$ cat config.mk
export PLATFORM = sky130hd
export DESIGN_NAME = decode_stage
export DESIGN_NICKNAME = d
export VERILOG_FILES = /design/src/rtl/decode_pkg.sv /design/src/rtl/decode_fifo.sv /design/src/rtl/decode_stage.sv
export SDC_FILE = /design/constraint.sdc
export NUM_CORES = 1
export LEC_CHECK = 0
export ABC_CLOCK_PERIOD_IN_PS = 2800
export BUFFER_PORTS_ARGS = -buffer_cell sky130_fd_sc_hd__buf_2
export CORE_MARGIN = 1.5
export CORE_UTILIZATION = 40
export CTS_CLUSTER_SIZE = 40
export DETAILED_ROUTE_END_ITERATION = 10
export SYNTH_ARGS = -nofsm -noshare
export SYNTH_HDL_FRONTEND = slang
export SYNTH_HIERARCHICAL = 1
export SYNTH_SLANG_ARGS = --single-unit
$ cat constraint.sdc
create_clock -name clk -period 2.8 [get_ports clk]
set_input_delay 0.28 -clock clk [delete_from_list [all_inputs] [get_ports clk]]
set_output_delay 0.28 -clock clk [all_outputs]
set_load 0.03 [all_outputs]
$ cat src/rtl/decode_pkg.sv
// decode_pkg: MIPS opcode/funct encodings, ALU op codes, field widths and the control bundle type
package decode_pkg;
  localparam logic [5:0] OP_RTYPE = 6'h00;
  localparam logic [5:0] OP_J     = 6'h02;
  localparam logic [5:0] OP_JAL   = 6'h03;
  localparam logic [5:0] OP_BEQ   = 6'h04;
  localparam logic [5:0] OP_BNE   = 6'h05;
  localparam logic [5:0] OP_ADDI  = 6'h08;
  localparam logic [5:0] OP_ADDIU = 6'h09;
  localparam logic [5:0] OP_XORI  = 6'h0E;
  localparam logic [5:0] OP_LW    = 6'h23;
  localparam logic [5:0] OP_SW    = 6'h2B;
  localparam logic [5:0] F_JR     = 6'h08;
  localparam logic [5:0] F_ADD    = 6'h20;
  localparam logic [5:0] F_ADDU   = 6'h21;
  localparam logic [5:0] F_SUB    = 6'h22;
  localparam logic [5:0] F_XOR    = 6'h26;
  localparam logic [5:0] F_SLT    = 6'h2A;
  localparam int ALU_W   = 3;
  localparam int RF_W    = 5;
  localparam int IMM16_W = 16;
  localparam int IMM26_W = 26;
  localparam int CNT_W   = 16;
  localparam logic [ALU_W-1:0] ALU_ADD = 3'd0;
  localparam logic [ALU_W-1:0] ALU_SUB = 3'd1;
  localparam logic [ALU_W-1:0] ALU_SLT = 3'd2;
  localparam logic [ALU_W-1:0] ALU_XOR = 3'd3;
  localparam logic [ALU_W-1:0] ALU_BNE = 3'd4;
  localparam logic [RF_W-1:0] LINK_REG = 5'd31;
  typedef struct packed {
    logic reg_wr, pc_wr, mem_to_reg, alu_src, dm_wr, reg_dst, pc_src, link, illegal;
    logic [ALU_W-1:0] alu_op;
    logic [RF_W-1:0] rs, rt, wr_reg;
    logic [IMM16_W-1:0] imm16;
    logic [IMM26_W-1:0] imm26;
  } ctrl_t;
  // instruction classes whose rt field is a source operand
  function automatic logic reads_rt(input logic [5:0] op);
    return op == OP_RTYPE || op == OP_SW || op == OP_BEQ || op == OP_BNE;
  endfunction
endpackage

$ cat src/rtl/decode_fifo.sv
// decode_fifo: DEPTH-entry instruction buffer with wrap-bit pointers and synchronous flush
// ports: clk, rst_n (async low), flush, push/din, pop/dout, empty, full
module decode_fifo #(
  parameter int DEPTH = 4,
  parameter int W = 32
) (
  input  logic         clk,
  input  logic         rst_n,
  input  logic         flush,
  input  logic         push,
  input  logic         pop,
  input  logic [W-1:0] din,
  output logic [W-1:0] dout,
  output logic         empty,
  output logic         full
);
  localparam int AW = $clog2(DEPTH);
  logic [W-1:0] mem [DEPTH];
  logic [AW:0] wp, rp;
  assign empty = wp == rp;
  assign full = wp[AW] != rp[AW] && wp[AW-1:0] == rp[AW-1:0];
  assign dout = mem[rp[AW-1:0]];
  always_ff @(posedge clk or negedge rst_n)
    if (!rst_n) begin
      wp <= '0;
      rp <= '0;
    end else if (flush) begin
      wp <= '0;
      rp <= '0;
    end else begin
      if (push && !full) wp <= wp + 1'b1;
      if (pop && !empty) rp <= rp + 1'b1;
    end
  always_ff @(posedge clk)
    if (push && !full && !flush) mem[wp[AW-1:0]] <= din;
endmodule

$ cat src/rtl/decode_stage.sv
// decode_stage: buffers fetched MIPS words and decodes the FIFO head into a registered control bundle
// ports: fetch side in_valid/in_ready/instruction, flush, downstream out_valid/out_ready,
//        decoded control flags, alu_op, rs/rt/wr_reg, imm16/imm26, illegal, stall_cnt
module decode_stage
  import decode_pkg::*;
#(
  parameter int DEPTH = 4,
  parameter int REG_W = 5,
  parameter int HAZARD_EN = 1
) (
  input  logic               clk,
  input  logic               rst_n,
  input  logic               in_valid,
  output logic               in_ready,
  input  logic [31:0]        instruction,
  input  logic               flush,
  output logic               out_valid,
  input  logic               out_ready,
  output logic               reg_wr,
  output logic               pc_wr,
  output logic               mem_to_reg,
  output logic               alu_src,
  output logic               dm_wr,
  output logic               reg_dst,
  output logic               pc_src,
  output logic               link,
  output logic [ALU_W-1:0]   alu_op,
  output logic [REG_W-1:0]   rs,
  output logic [REG_W-1:0]   rt,
  output logic [REG_W-1:0]   wr_reg,
  output logic [IMM16_W-1:0] imm16,
  output logic [IMM26_W-1:0] imm26,
  output logic               illegal,
  output logic [CNT_W-1:0]   stall_cnt
);
  logic [31:0] head;
  logic empty, full, pop, hazard;
  ctrl_t cur, nxt;
  function automatic ctrl_t decode(input logic [31:0] i);
    ctrl_t c;
    c = '0;
    case (i[31:26])
      OP_RTYPE: begin
        c.rs = i[25:21];
        c.rt = i[20:16];
        case (i[5:0])
          F_ADD, F_ADDU, F_SUB, F_SLT, F_XOR: begin
            c.reg_wr = 1'b1;
            c.wr_reg = i[15:11];
            c.alu_op = i[5:0] == F_SUB ? ALU_SUB : i[5:0] == F_SLT ? ALU_SLT :
                       i[5:0] == F_XOR ? ALU_XOR : ALU_ADD;
          end
          F_JR: begin
            c.pc_wr = 1'b1;
            c.rt = '0;
          end
          default: begin
            c = '0;
            c.illegal = 1'b1;
          end
        endcase
      end
      OP_ADDI, OP_ADDIU, OP_XORI: begin
        c.alu_src = 1'b1;
        c.reg_dst = 1'b1;
        c.reg_wr = 1'b1;
        c.rs = i[25:21];
        c.wr_reg = i[20:16];
        c.imm16 = i[15:0];
        c.alu_op = i[31:26] == OP_XORI ? ALU_XOR : ALU_ADD;
      end
      OP_LW: begin
        c.alu_src = 1'b1;
        c.mem_to_reg = 1'b1;
        c.reg_wr = 1'b1;
        c.rs = i[25:21];
        c.wr_reg = i[20:16];
        c.imm16 = i[15:0];
      end
      OP_SW: begin
        c.alu_src = 1'b1;
        c.dm_wr = 1'b1;
        c.rs = i[25:21];
        c.rt = i[20:16];
        c.imm16 = i[15:0];
      end
      OP_BEQ, OP_BNE: begin
        c.pc_src = 1'b1;
        c.rs = i[25:21];
        c.rt = i[20:16];
        c.imm16 = i[15:0];
        c.alu_op = i[31:26] == OP_BNE ? ALU_BNE : ALU_SUB;
      end
      OP_J, OP_JAL: begin
        c.pc_src = 1'b1;
        c.imm26 = i[25:0];
        c.link = i[31:26] == OP_JAL;
        c.reg_wr = i[31:26] == OP_JAL;
        c.wr_reg = i[31:26] == OP_JAL ? LINK_REG : '0;
      end
      default: c.illegal = 1'b1;
    endcase
    return c;
  endfunction
  decode_fifo #(.DEPTH(DEPTH), .W(32)) u_fifo (
    .clk(clk), .rst_n(rst_n), .flush(flush),
    .push(in_valid && in_ready), .pop(pop), .din(instruction),
    .dout(head), .empty(empty), .full(full)
  );
  assign in_ready = !full;
  assign nxt = decode(head);
  // only a lw leaving the output register this cycle can starve the head of its operand
  assign hazard = HAZARD_EN != 0 && out_valid && out_ready && cur.mem_to_reg && cur.wr_reg != '0 && !empty &&
                  (head[25:21] == cur.wr_reg || (reads_rt(head[31:26]) && head[20:16] == cur.wr_reg));
  assign pop = !empty && (!out_valid || out_ready) && !hazard && !flush;
  always_ff @(posedge clk or negedge rst_n)
    if (!rst_n) begin
      out_valid <= 1'b0;
      cur <= '0;
      stall_cnt <= '0;
    end else begin
      if (flush) begin
        out_valid <= 1'b0;
        cur <= '0;
      end else if (pop) begin
        out_valid <= 1'b1;
        cur <= nxt;
      end else if (out_ready || !out_valid) begin
        out_valid <= 1'b0;
        cur <= '0;
      end
      if (hazard && !flush && stall_cnt != '1) stall_cnt <= stall_cnt + 1'b1;
    end
  assign reg_wr = cur.reg_wr;
  assign pc_wr = cur.pc_wr;
  assign mem_to_reg = cur.mem_to_reg;
  assign alu_src = cur.alu_src;
  assign dm_wr = cur.dm_wr;
  assign reg_dst = cur.reg_dst;
  assign pc_src = cur.pc_src;
  assign link = cur.link;
  assign illegal = cur.illegal;
  assign alu_op = cur.alu_op;
  assign rs = REG_W'(cur.rs);
  assign rt = REG_W'(cur.rt);
  assign wr_reg = REG_W'(cur.wr_reg);
  assign imm16 = cur.imm16;
  assign imm26 = cur.imm26;
endmodule

Yosys cells after proc, flatten, opt, wreduce, memory -nomap -nowiden --
Memories as Yosys holds them, arrays and structs flattened. Cells that the tools add are included.
Word-level totals: output and inout bits 87, memories 1, bits in registers 92, bits in writable memories 128
Memories:
- u_fifo.mem | words 4, width 32, read ports 1, clocked after Yosys merged registers in 0, write ports 1, RTL line decode_fifo.sv:18 | logic [W-1:0] mem [DEPTH];
Operators by class: eq/ne operators 21, $add $sub $neg 3, reductions and logical operators 42, mux-type cells 40
Operators with widths (count):
- $mux 69 | 3
- $eq 6x6->1 const B | 7
- $mux 26 | 1
- $eq 6x4->1 const B | 4
- $mux 5 | 4
- $pmux 5 s2 | 2
- $add 16x1->16 const B | 1
- $logic_and 1x1->1 | 16
- $mux 16 | 1
- $ne 16x16->1 const B | 1
- $mux 3 | 5
- $pmux 5 s3 | 1
- $pmux 1 s2 | 7
- $eq 6x2->1 const B | 2
- $eq 6x3->1 const B | 2
- $eq 5x5->1 | 2
- $mux 2 | 5
- $reduce_or 5->1 | 2
- $mux 1 | 9
- $pmux 3 s3 | 1
- $reduce_or 9->1 | 1
- $reduce_or 4->1 | 2
- $reduce_or 7->1 | 1
- $add 3x1->3 const B | 2
- other kinds (13) | 24

Depth between registers and ports, before layout --
An unclocked memory read counts as a cell.
word-level depth 14, gate-level depth with buffers 13, depth with buffers taken out 11

Cells and area by module --
The synthesis kept the hierarchy.
By module, submodules not included:
- decode_fifo | area each 5185.0 µm², instances 1, cells each 231
- decode_stage | area each 4120.2 µm², instances 1, cells each 360

Least setup slack after synthesis --
OpenSTA, ideal clock, no wires.
path kind reg-to-reg, start register u_fifo.rp[0], end register u_fifo.rp[1], buffers on the path 3, slack -241 ps, stages on the path, launching flop included 13, data required time 2664 ps, data arrival time 2905 ps, clock period less this slack 3041 ps, cell sequence dfrtp_1 buf_6 buf_4 mux4_2 xor2_1 nor4_2 o2111ai_4 nand3_2 inv_1 buf_2 and3_1 a211oi_1 a31oi_1
On the way: elaborated cells on any way between the ends 25, those cells by class add/sub (1); eq/ne (6); mux (2); reduce/logical (15); memory (1)
RTL lines:
- start: declaration | RTL line decode_fifo.sv:19 | logic [AW:0] wp, rp;
- start signal: assignment | RTL line decode_fifo.sv:32 | if (pop && !empty) rp <= rp + 1'b1;
- $mem_v2 4x32
- named net head[18] | RTL line decode_stage.sv:36 | logic [31:0] head;
- $eq 5x5->1 | RTL line decode_stage.sv:114 | (head[25:21] == cur.wr_reg || (reads_rt(head[31:26]) && head[20:16] == cur.wr_reg));
- $logic_and 1x1->1 | RTL line decode_stage.sv:114
- $logic_or 1x1->1 | RTL line decode_stage.sv:114
- $logic_and 1x1->1 | RTL line decode_stage.sv:113 | assign hazard = HAZARD_EN != 0 && out_valid && out_ready && cur.mem_to_reg && cur.wr_reg != '0 && !empty &&
- $logic_not 1->1 | RTL line decode_stage.sv:115 | assign pop = !empty && (!out_valid || out_ready) && !hazard && !flush;
- $logic_and 1x1->1 (2 in series) | RTL line decode_stage.sv:115
- named net pop | RTL line decode_stage.sv:37 | logic empty, full, pop, hazard;
- $logic_and 1x1->1 | RTL line decode_fifo.sv:32
- $reduce_bool 2->1 (no source line)
The timed path passes the listed nets, and every way through them passes these cells. The select of a mux whose other input is x is not followed. A chain may end at the register's enable or synchronous reset.

Final worst setup path --
start register u_fifo.rp[0], end register u_fifo.rp[0]
On the way: elaborated cells on any way between the ends 25, those cells by class add/sub (1); eq/ne (6); mux (2); reduce/logical (15); memory (1)
RTL lines (RTL line):
- $mem_v2 4x32
- named net head[16] | decode_stage.sv:36
- $eq 5x5->1 | decode_stage.sv:114
- $logic_and 1x1->1 | decode_stage.sv:114
- $logic_or 1x1->1 | decode_stage.sv:114
- $logic_and 1x1->1 | decode_stage.sv:113
- $logic_not 1->1 | decode_stage.sv:115
- $logic_and 1x1->1 (2 in series) | decode_stage.sv:115
- $logic_and 1x1->1 | decode_fifo.sv:32
- $reduce_bool 2->1 (no source line)
The timed path passes the listed nets, and every way through them passes these cells. The select of a mux whose other input is x is not followed.

==> summary.txt <==
CTS Buf Count: 24
Hpwl dp: 16400 um
Clock Skews: 0.0108 ns
PwrDens: 736 nW/um2
Main combinational cell family by area after synthesis: compound AO/OA/AOI/OAI gates
Antenna diodes: 0
Post-synth EDFFs: 128
Final setup fails: 0
Final Hold Vio Count: 0
Area after DPL: 10800 um2
Post-Synth Adder-Cell Area: 0.807%
Mux contribution to synthesized area: 8.01%
Yosys reg bits: 220
Boundary Pins: 124
Max Slew Vio Count: 0
Avg Cell Area, Syn: 15.7 um2
Setup CP Type: flip-flop to flip-flop
Clock Latency Late Sink: 0.51 ns
Status: finished clean
Routed Antenna Nets: 0
Chip Height: 156 um
Unrepaired setup endpoints after global routing: yes
Most frequent cell after synthesis: edfxtp_1
Nets: 870
Min-delay worst type: primary input to flip-flop
Fraction of layout cells with a size suffix above 1: 39.1%
CP cell instances: buf_6 -> mux4_2 -> xor2_2 -> nor4_4 -> buf_4 -> o2111ai_4 -> nand3_4 -> inv_4 -> nor3b_4 -> a2bb2oi_2 -> o311ai_4
Pin slew with the least headroom to its limit: 0.765 ns
Post-synthesis xor/xnor area fraction: 3.44%
Finished Layout Cells: 1130
Period minus WS final: 2.79 ns
Vias/cell: 5.53
Register area share after synthesis: 66.0%
Vias in the first global route: 6420
Clk Tree Root Cell: clkbuf_16
Cell Rows: 55
Worst EP required: 3.16 ns
Share of the synthesized area in the top cell type: 41.3%
YS warnings: 6
Initial antenna violation count: 0
Post-synthesis simple-gate area fraction: 7.13%
DIE WIDTH: 156 um
Final period util: 99.8%
Maximum VDD drop: 0.000387 V
Routed WL per cell: 21.4 um
Max Cap Viol: 0
Commonest cells post-synth: edfxtp_1 (128), dfrtp_1 (92), mux4_2 (32)
Critical path data arrival time: 3.15 ns
Syn Inst Count: 591
PortBufs: 123
Post-route cell area: 12300 um2
Core ar.: 22700 um2
DRT Wirelength: 24200 um
Synth area leaders: edfxtp_1 (41%), dfrtp_1 (25%), mux4_2 (7.7%)
Synth Cell Area: 9310 um2
Vias: 6254
Top FF cell, synth: edfxtp_1
Clk sinks: 220
Compound-Gate Fraction of Synth Area: 11.9%
Max_slew headroom: 48.9%
Initial Utilization: 41.0%
Slowest CP cell: mux4_2
Gr usage total: 20.2%
Drt drc: 0
Number of flip-flops in the largest register: 128
Async S/R FF share, synth: 41.8%
Slowest cell delay on critical path: 0.54 ns
Die area: 24200 um2
Total power draw: 9070 uW
Startpoint Class: flip-flop
Layout filler cell count: 1858
Congestion Overflow GR: 0
Largest net degree at the start of global routing: 93
TritonCTS clock tree: built
GPL Wtd Cong: 0.846
Area growth, synth to finish: 32.5%
Drt first pass iters: 5
Max Fclk: 0.358 GHz
Worst Setup End Kind: flip-flop
Clk slew on worst S/H paths: 0.06 ns
CTS max path bufs: 3
First-pass GRT wire length: 37700 um
Leading area contributor after synthesis: edfxtp_1
Critical Path Fanout Max: 5
Pleak: 0.00504 uW
H-tree depth: 1
DRT iter0 DRCs: 455
Dpl cells: 1039
Post-Syn Nets: 634
Synth unique cells: 68
-- cell families after synthesis --
family | count (synthesis)
compound gates | 130
xor+xnor | 34
fa+ha+maj | 6
buf+inv | 53
flops | 220
mux | 34
simple gates | 114
-- through the flow --
stage	hold WS (ns)	TNS, ns	setup slack [ns]	utilization [%]
floorplan	-0.0156	-0.157	-0.0932	-
global placement	0.363	-1.37	-0.0660	47.7
detailed placement	0.379	-3.33	-0.152	47.7
CTS	0.00264	-0.0787	-0.0315	53.2
global route	0.00356	-1.47	-0.0887	54.3
finish	0.0176	0	0.00690	54.3
-- where the power goes --
group | internal [uW] | leakage (uW) | switching [uW]
clock network | 2060 | 0.000398 | 1230
registers | 3590 | 0.00243 | 73.9
logic | 960 | 0.00221 | 1160
total | 6610 | 0.00504 | 2460
-- cell usage in the layout, fill, tap and decap left out, types with 21 or more instances in the layout --
master         count
buf_4             73
mux4_2            32
buf_2            122
xor2_1            21
dlygate4sd3_1     30
nand2_1           28
dfrtp_1           91
clkbuf_16         26
a32o_1            24
a22o_1            30
edfxtp_1         128
-- worst max-delay path, delay by kind of cell (launching register included) --
family / cells / cell delay [ns]
buffers and inverters: 3 / 0.35
flip-flops: 1 / 0.45
multiplexers: 1 / 0.54
XOR/XNOR: 1 / 0.18
AO/OA/AOI/OAI: 3 / 0.49
AND/OR/NAND/NOR: 3 / 0.62
-- worst paths after layout --
path | start | end | slack [ns] | depth (start not counted)
worst max-delay path | u_fifo/rp[0] | u_fifo/rp[0] | 0.007 | 11
worst min-delay path | instruction[24] | u_fifo/mem[2][24] | 0.02 | 1
worst max register to register | u_fifo/rp[0] | u_fifo/rp[0] | 0.007 | 11
worst min register to register | rt[0] | rt[0] | 0.48 | 1
max in group asynchronous | rst_n | imm16[13] | 2.04 | 3
min in group asynchronous | rst_n | u_fifo/wp[1] | 0.36 | 3
-- repair_timing --
action,in CTS,in global routing
cloned,1,1
pin swaps,4,14
hold endpoints to repair,204,0
gates resized for setup,8,28
buffers inserted,7,9
hold buffers,30,0
endpoints found under the setup margin,30,46
-- routing by layer --
metal | vias up | global-route usage [%] | wire, um
met5 | - | 0 | 0
met4 | 0 | 5.58 | 591
met3 | 34 | 3.01 | 1420
met2 | 229 | 32.1 | 11300
met1 | 3170 | 29.2 | 10900
li1 | 2821 | - | -
-- area by class of cell --
type                            count  area (um2)  area share [%]
Clock buffer                       33         676            5.48
Clock inverter                     11         164            1.33
Inverter                           18        70.1           0.568
Multi-Input combinational cell    319        3110            25.2
Sequential cell                   220        6150            49.9
Tap cell                          285         357            2.89
Timing Repair Buffer              244        1800            14.6
Note: power is estimated with default switching activity, not from simulation.
